### config.mk
export PLATFORM = sky130hd
export DESIGN_NAME = sdram_port_arbiter
export DESIGN_NICKNAME = d
export VERILOG_FILES = /design/src/rtl/sdram_arb_pkg.sv /design/src/rtl/rr_slot_picker.sv /design/src/rtl/sdram_port_arbiter.sv
export SDC_FILE = /design/constraint.sdc
export NUM_CORES = 1
export LEC_CHECK = 0
export ABC_AREA = 1
export CORE_AREA = 2 2 122 124
export CTS_CLUSTER_DIAMETER = 80
export DETAILED_ROUTE_END_ITERATION = 12
export DIE_AREA = 0 0 124 126
export GPL_TIMING_DRIVEN = 0
export PLACE_DENSITY = 0.7
export SLEW_MARGIN = 20
export SYNTH_ARGS = -nofsm -noshare
export SYNTH_HDL_FRONTEND = slang
export SYNTH_SLANG_ARGS = --single-unit
### constraint.sdc
create_clock -name clk -period 2.3 [get_ports clk]
set_input_delay 0.23 -clock clk [delete_from_list [all_inputs] [get_ports clk]]
set_output_delay 0.23 -clock clk [all_outputs]
set_load 0.01 [all_outputs]
### src/rtl/sdram_arb_pkg.sv
// sdram_arb_pkg
// Shared definitions for the SDRAM user-port arbiter.
//   - Default widths for address, burst size and data words.
//   - Arbiter state encoding.
//   - slot_w(): width of a slot index for a given number of ports.
package sdram_arb_pkg;

    localparam int NUM_PORTS_DEF = 2;
    localparam int ADDR_W_DEF    = 24;
    localparam int SIZE_W_DEF    = 10;
    localparam int DATA_W_DEF    = 16;

    typedef enum logic [2:0] {
        IDLE  = 3'd0,
        W_REQ = 3'd1,
        W_RUN = 3'd2,
        R_REQ = 3'd3,
        R_RUN = 3'd4
    } arb_state_t;

    // Each port owns two slots (write, read).
    function automatic int slot_w(input int nports);
        return (2 * nports > 1) ? $clog2(2 * nports) : 1;
    endfunction

endpackage

### src/rtl/rr_slot_picker.sv
// rr_slot_picker
// Combinational round-robin picker: returns the first set bit of req at or
// after index ptr, wrapping around.
// Ports:
//   req  in   N        request vector
//   ptr  in   IDX_W    search start index (must be < N)
//   hit  out  1        at least one request is set
//   sel  out  IDX_W    selected index (ptr when no hit)
module rr_slot_picker #(
    parameter int N     = 4,
    parameter int IDX_W = 2
) (
    input  logic [N-1:0]     req,
    input  logic [IDX_W-1:0] ptr,
    output logic             hit,
    output logic [IDX_W-1:0] sel
);

    // rot[k] is the request at distance k from ptr, rot_idx[k] its absolute index.
    logic [N-1:0]     rot;
    logic [IDX_W-1:0] rot_idx [N];

    generate
        for (genvar gi = 0; gi < N; gi++) begin : g_rot
            logic [IDX_W:0] sum;
            assign sum         = {1'b0, ptr} + (IDX_W+1)'(gi);
            assign rot_idx[gi] = (sum >= (IDX_W+1)'(N)) ? IDX_W'(sum - (IDX_W+1)'(N))
                                                         : sum[IDX_W-1:0];
            assign rot[gi]     = req[rot_idx[gi]];
        end
    endgenerate

    // Scan from the far end so the closest request to ptr is assigned last.
    always_comb begin
        hit = 1'b0;
        sel = ptr;
        for (int k = N - 1; k >= 0; k--) begin
            if (rot[k]) begin
                hit = 1'b1;
                sel = rot_idx[k];
            end
        end
    end

endmodule

### src/rtl/sdram_port_arbiter.sv
// sdram_port_arbiter
// Shares one SDRAM controller user interface between NUM_PORTS requesters.
// One transaction in flight, round-robin over slots
// {p0 write, p0 read, p1 write, p1 read, ...}.
// Ports:
//   clk, rst                      clock, synchronous active-high reset
//   p_wreq/p_waddr/p_wsize/p_wdata  per-port write request side
//   p_wstart/p_wen/p_wdone        per-port write pulses (granted port only)
//   p_rreq/p_raddr/p_rsize        per-port read request side
//   p_rstart/p_rvalid/p_rdone     per-port read pulses (granted port only)
//   p_rdata                       read data broadcast to all ports
//   user_w*/user_r*               controller user interface
//   grant_slot                    currently latched slot
//   busy                          transaction in flight
//   err_latch                     sticky protocol / beat-count error
module sdram_port_arbiter
    import sdram_arb_pkg::*;
#(
    parameter int NUM_PORTS = NUM_PORTS_DEF,
    parameter int ADDR_W    = ADDR_W_DEF,
    parameter int SIZE_W    = SIZE_W_DEF,
    parameter int DATA_W    = DATA_W_DEF,
    localparam int NUM_SLOTS = 2 * NUM_PORTS,
    localparam int SLOT_W    = slot_w(NUM_PORTS),
    localparam int PORT_W    = (NUM_PORTS > 1) ? $clog2(NUM_PORTS) : 1
) (
    input  logic                        clk,
    input  logic                        rst,

    input  logic [NUM_PORTS-1:0]        p_wreq,
    input  logic [NUM_PORTS*ADDR_W-1:0] p_waddr,
    input  logic [NUM_PORTS*SIZE_W-1:0] p_wsize,
    input  logic [NUM_PORTS*DATA_W-1:0] p_wdata,
    output logic [NUM_PORTS-1:0]        p_wstart,
    output logic [NUM_PORTS-1:0]        p_wen,
    output logic [NUM_PORTS-1:0]        p_wdone,

    input  logic [NUM_PORTS-1:0]        p_rreq,
    input  logic [NUM_PORTS*ADDR_W-1:0] p_raddr,
    input  logic [NUM_PORTS*SIZE_W-1:0] p_rsize,
    output logic [NUM_PORTS-1:0]        p_rstart,
    output logic [NUM_PORTS-1:0]        p_rvalid,
    output logic [DATA_W-1:0]           p_rdata,
    output logic [NUM_PORTS-1:0]        p_rdone,

    output logic                        user_wreq,
    output logic [ADDR_W-1:0]           user_waddr,
    output logic [SIZE_W-1:0]           user_wsize,
    output logic [DATA_W-1:0]           user_wdata,
    input  logic                        user_wstart,
    input  logic                        user_wen,
    input  logic                        user_wdone,

    output logic                        user_rreq,
    output logic [ADDR_W-1:0]           user_raddr,
    output logic [SIZE_W-1:0]           user_rsize,
    input  logic                        user_rstart,
    input  logic                        user_rvalid,
    input  logic                        user_rdone,
    input  logic [DATA_W-1:0]           user_rdata,

    output logic [SLOT_W-1:0]           grant_slot,
    output logic                        busy,
    output logic                        err_latch
);

    arb_state_t        state_reg, state_next;
    logic [SLOT_W-1:0] ptr_reg, slot_reg;
    logic [ADDR_W-1:0] addr_reg;
    logic [SIZE_W-1:0] size_reg, beat_reg;
    logic              err_reg;

    // Unpacked per-port views of the flat request buses.
    logic [NUM_SLOTS-1:0] req_vec;
    logic [ADDR_W-1:0]    waddr_arr [NUM_PORTS];
    logic [ADDR_W-1:0]    raddr_arr [NUM_PORTS];
    logic [SIZE_W-1:0]    wsize_arr [NUM_PORTS];
    logic [SIZE_W-1:0]    rsize_arr [NUM_PORTS];
    logic [DATA_W-1:0]    wdata_arr [NUM_PORTS];

    generate
        for (genvar gi = 0; gi < NUM_PORTS; gi++) begin : g_unpack
            assign req_vec[2*gi]     = p_wreq[gi];
            assign req_vec[2*gi + 1] = p_rreq[gi];
            assign waddr_arr[gi]     = p_waddr[gi*ADDR_W +: ADDR_W];
            assign raddr_arr[gi]     = p_raddr[gi*ADDR_W +: ADDR_W];
            assign wsize_arr[gi]     = p_wsize[gi*SIZE_W +: SIZE_W];
            assign rsize_arr[gi]     = p_rsize[gi*SIZE_W +: SIZE_W];
            assign wdata_arr[gi]     = p_wdata[gi*DATA_W +: DATA_W];
        end
    endgenerate

    logic              pick_hit;
    logic [SLOT_W-1:0] pick_sel;
    logic [PORT_W-1:0] pick_port, gnt_port;
    logic              pick_is_read;

    rr_slot_picker #(
        .N     (NUM_SLOTS),
        .IDX_W (SLOT_W)
    ) u_picker (
        .req (req_vec),
        .ptr (ptr_reg),
        .hit (pick_hit),
        .sel (pick_sel)
    );

    // Slot index = 2*port + is_read.
    assign pick_port    = PORT_W'(pick_sel >> 1);
    assign pick_is_read = pick_sel[0];
    assign gnt_port     = PORT_W'(slot_reg >> 1);

    // ---------------- FSM: state register ----------------
    always_ff @(posedge clk) begin
        if (rst) begin
            state_reg <= IDLE;
        end else begin
            state_reg <= state_next;
        end
    end

    // ---------------- FSM: next state ----------------
    always_comb begin
        state_next = state_reg;
        case (state_reg)
            IDLE:    if (pick_hit)    state_next = pick_is_read ? R_REQ : W_REQ;
            W_REQ:   if (user_wstart) state_next = W_RUN;
            W_RUN:   if (user_wdone)  state_next = IDLE;
            R_REQ:   if (user_rstart) state_next = R_RUN;
            R_RUN:   if (user_rdone)  state_next = IDLE;
            default:                  state_next = IDLE;
        endcase
    end

    // ---------------- FSM: outputs ----------------
    // Controller strobes are only honoured in the state that expects them;
    // anything else is dropped here and flagged as stray below.
    logic wstart_fwd, wen_fwd, wdone_fwd;
    logic rstart_fwd, rvalid_fwd, rdone_fwd;
    logic stray;

    always_comb begin
        user_wreq  = (state_reg == W_REQ);
        user_rreq  = (state_reg == R_REQ);
        busy       = (state_reg != IDLE);
        wstart_fwd = (state_reg == W_REQ) && user_wstart;
        wen_fwd    = (state_reg == W_RUN) && user_wen;
        wdone_fwd  = (state_reg == W_RUN) && user_wdone;
        rstart_fwd = (state_reg == R_REQ) && user_rstart;
        rvalid_fwd = (state_reg == R_RUN) && user_rvalid;
        rdone_fwd  = (state_reg == R_RUN) && user_rdone;
        stray      = (user_wstart && (state_reg != W_REQ)) ||
                     (user_wdone  && (state_reg != W_RUN)) ||
                     (user_rstart && (state_reg != R_REQ)) ||
                     (user_rdone  && (state_reg != R_RUN));
    end

    generate
        for (genvar gi = 0; gi < NUM_PORTS; gi++) begin : g_route
            logic is_gnt;
            assign is_gnt       = (gnt_port == PORT_W'(gi));
            assign p_wstart[gi] = is_gnt && wstart_fwd;
            assign p_wen[gi]    = is_gnt && wen_fwd;
            assign p_wdone[gi]  = is_gnt && wdone_fwd;
            assign p_rstart[gi] = is_gnt && rstart_fwd;
            assign p_rvalid[gi] = is_gnt && rvalid_fwd;
            assign p_rdone[gi]  = is_gnt && rdone_fwd;
        end
    endgenerate

    // Address/size registers are shared by both channels: only one
    // transaction is ever in flight.
    assign user_waddr = addr_reg;
    assign user_wsize = size_reg;
    assign user_raddr = addr_reg;
    assign user_rsize = size_reg;
    assign user_wdata = wdata_arr[gnt_port];
    assign p_rdata    = user_rdata;
    assign grant_slot = slot_reg;
    assign err_latch  = err_reg;

    // ---------------- beat counter and latches ----------------
    logic              beat_strobe, txn_done;
    logic [SIZE_W-1:0] beat_inc, beat_now;

    assign beat_strobe = wen_fwd || rvalid_fwd;
    assign txn_done    = wdone_fwd || rdone_fwd;
    assign beat_inc    = (beat_reg == '1) ? beat_reg : beat_reg + SIZE_W'(1);
    // Count as seen in the done cycle, so a beat coinciding with done counts.
    assign beat_now    = beat_strobe ? beat_inc : beat_reg;

    always_ff @(posedge clk) begin
        if (rst) begin
            ptr_reg  <= '0;
            slot_reg <= '0;
            addr_reg <= '0;
            size_reg <= '0;
            beat_reg <= '0;
            err_reg  <= 1'b0;
        end else begin
            if ((state_reg == IDLE) && pick_hit) begin
                slot_reg <= pick_sel;
                addr_reg <= pick_is_read ? raddr_arr[pick_port] : waddr_arr[pick_port];
                size_reg <= pick_is_read ? rsize_arr[pick_port] : wsize_arr[pick_port];
                beat_reg <= '0;
            end else if (beat_strobe) begin
                beat_reg <= beat_inc;
            end

            if (txn_done) begin
                ptr_reg <= (slot_reg == SLOT_W'(NUM_SLOTS - 1)) ? '0 : slot_reg + SLOT_W'(1);
            end

            if (stray || (txn_done && (beat_now != size_reg))) begin
                err_reg <= 1'b1;
            end
        end
    end

endmodule

==> impl_metrics.ini <==
[placed_design]
port_buffers = 297
placedCellCount = 1350
place_congestion = 0.867
dp_hpwl_mm = 14.7
dpl_worst_slack_ps = -257

[cells_and_area]
num-nets-final = 1371
drive_above_1_share = 0.0954
fin_cells = 1358
finalCoreUtilization = 0.569
flow.area_growth_from_synthesis_pct = 75.8
largest_register_ffs = 24
insertedDiodeCount = 0

[power]
powerDensity_nw_per_um2 = 1040
power.share.clock = 0.129
irDropWorstVdd_v = 0.000416
total_power_w = 0.00848
comb_power_share = 0.696
internal_power_w = 0.00468
swShare = 0.448
share_seq_of_total_power = 0.176
leakage_nw = 4.05
netSwitchingPower_w = 0.00380

[setup_path]
worstSetupStartpoint = state_reg[0]
worstSetupStartpointType = register
critPathCaptureType = output pin
critPathRequiredTime_ps = 2070
worstReg2RegStart = ptr_reg[0]
critPathArrivalTime_ps = 1930
cp_max_fo = 5
critPathKind = reg -> out

[route]
wl_per_cell_um = 13.2
drc = 0
wl_mm = 17.9
dr.pass1.iters = 5
highest_layer = met4
routed-via-count = 6060
detail_route.iter0.violations = 231
antenna_violating_nets_post_route = 0
route.layer.met1.wl_mm = 7.48
wl_met3_mm = 1.16
met2RoutedLength_mm = 9.08
post_drt_via_cell_ratio = 4.46

[sta]
clock_skew_ps = 8.59
finalHoldViolations = 0
layout_min_cycle_time_ps = 2160
worst_slack_ps = 142
tightest_slew_ps = 575
fin_crit_sh = 0.938
slew_headroom = 0.617
maxClockFrequency_mhz = 463
final-max-slew-violation-count = 0
setup_viol = 0

[synth]
synth_cells = 869
syn_nets = 1067
number_of_flip_flops_and_latches_in_the_synthesized_netlist = 52
post_synth_fa_ha_maj_area_fraction = 0.00541
synth-seq-area-share = 0.225
synth_warnings = 0
post_synth_design_cell_area_um2 = 4630
synth.area.mux_share = 0
syn_avg_cell_area_um2 = 5.33
synth_compound_area_frac = 0.0446
ys_types = 34
post_synth_and_or_nand_nor_area_fraction = 0.524
synth_top_family_by_area = simple AND/OR/NAND/NOR gates
synth-xor-area-share = 0.0116

[cts]
cts.path.max_buffers = 2
tritoncts_num_sinks = 52
cts_hold_buffers_added = 0
cts_htree_levels = 2
cts_tree = done
insertion_delay_ps = 300
cts_buffers = 5
clk_transition_reported_paths_ps = 80
clock_tree.root_cell = sky130_fd_sc_hd__clkbuf_16

[global_route]
grt_max_degree = 17
first_pass_grt_wire_length_mm = 27.5
grt.overflow.total = 0
grt_pass1_vias = 5629
antenna_violations_before_repair = 0
global_route_usage_sum = 0.222

[floorplan]
fp.dieArea_um2 = 15600
ios = 314
die_y_um = 126
die-width_um = 124
initial_core_util = 0.323
fp-row-count = 44
core_area_um2 = 14300

[flow_run]
max_capacitance_violation_count = 0

[worst_hold_path]
holdCritPathClass = reg -> reg
hold_start = beat_reg[1]

[run_status]
status = complete, no violations
final cells by class:
cell class,count,area [um2]
clock inverter,3,90.1
clock buffer,5,125
inverter,78,298
buffer,87,591
tap,184,230
multi-input combinational,651,2780
timing repair buffer,298,2980
fill,1465,6180
sequential,52,1040
critical path: stages, from the launching register on:
cell and delay, ps:
sky130_fd_sc_hd__dfxtp_1 370, sky130_fd_sc_hd__inv_1 110, sky130_fd_sc_hd__nor3_2 320, sky130_fd_sc_hd__inv_1 100, sky130_fd_sc_hd__nor3_1 150, sky130_fd_sc_hd__clkdlybuf4s50_1 580
metal layers:
layer / GRT usage / vias up
met1: 0.270 / 2630
met5: 0 / -
met2: 0.407 / 210
met3: 0.0394 / 15
met4: 0.0397 / 0
li1: - / 3205
synthesized netlist by cell type, drive strengths merged:
master	number	area, um2
o211a	1	10.0
nand2	444	1670
nor2	78	295
nand3	69	345
ha	2	25.0
o211ai	1	7.51
a32oi	1	8.76
clkbuf	15	56.3
a21oi	21	105
o21ai	8	43.8
nand4	7	43.8
xnor2	2	17.5
o2111ai	1	8.76
nor3	6	30.0
or2	1	6.26
inv	78	295
dfxtp	52	1040
o221ai	1	8.76
xor2	2	36.3
a22oi	1	7.51
buf	73	528
nand3b	4	33.8
a31oi	1	6.26
repair_timing:
item / 4_1_cts / 5_1_grt
buffers inserted: 0 / 1
pin swaps: 0 / 3
endpoints found under the setup margin: 16 / 48
hold endpoints to repair: 0 / 0
resized for setup: 5 / 29
through the flow:
step	hold WS [ps]	setup TNS (ps)	instance area, um2
after floorplan	421	0	4630
after global placement	536	-5150	7830
after detailed placement	546	-5910	7830
after CTS	556	0	8070
after global routing	591	-114	8140
final	546	0	8140
logic make-up (layout without fill, tap and decap cells):
| kind of cell | after synthesis | after routing |
|---|---|---|
| AND/OR/NAND/NOR | 609 | 609 |
| AO/OA/AOI/OAI | 36 | 36 |
| adder cells (fa/ha/maj) | 2 | 2 |
| flip-flops | 52 | 52 |
| buffers and inverters | 166 | 471 |
| XOR/XNOR | 4 | 4 |
path summary, 6_finish.rpt:
check,to,slack (ps),depth (start not counted)
worst min register to register,beat_reg[1],550,2
worst max-delay path,p_wstart[0],140,5
worst min-delay path,beat_reg[1],550,2
worst max register to register,user_rsize[0],190,14
power groups by stage:
stage               logic (W)  clock network (W)  registers, W
floorplan             0.00332                  0       0.00152
global placement      0.00579                  0       0.00150
detailed placement    0.00582                  0       0.00150
CTS                   0.00586            0.00111       0.00149
global route          0.00657            0.00114       0.00153
finish                0.00590            0.00109       0.00149
placed cells by master, fill, tap and decap left out, types with 2 or more instances in the layout:
cell                              netlist  final
sky130_fd_sc_hd__buf_4                 53     54
sky130_fd_sc_hd__clkdlybuf4s50_1        0    297
sky130_fd_sc_hd__nor3_1                 6      3
sky130_fd_sc_hd__o21ai_1                3      2
sky130_fd_sc_hd__nor2_1                77     75
sky130_fd_sc_hd__clkbuf_2               0      9
sky130_fd_sc_hd__nor3_2                 0      2
sky130_fd_sc_hd__bufinv_16              0      3
sky130_fd_sc_hd__clkbuf_1              15      6
sky130_fd_sc_hd__nand3_1               69     69
sky130_fd_sc_hd__dfxtp_2                0      2
sky130_fd_sc_hd__a21oi_1               21     21
sky130_fd_sc_hd__nand2_1              443    441
sky130_fd_sc_hd__buf_6                  5      5
sky130_fd_sc_hd__o21ai_0                4      4
sky130_fd_sc_hd__buf_2                 14     13
sky130_fd_sc_hd__nand3b_1               3      3
sky130_fd_sc_hd__dfxtp_1               52     50
sky130_fd_sc_hd__nand2_2                1      2
sky130_fd_sc_hd__inv_2                  4      3
sky130_fd_sc_hd__nand4_1                7      7
sky130_fd_sc_hd__xnor2_1                2      2
sky130_fd_sc_hd__inv_4                  1      2
sky130_fd_sc_hd__inv_1                 73     73
sky130_fd_sc_hd__nor2_2                 1      2
sky130_fd_sc_hd__clkbuf_16              0      5
(Power assumes the default switching activity.)
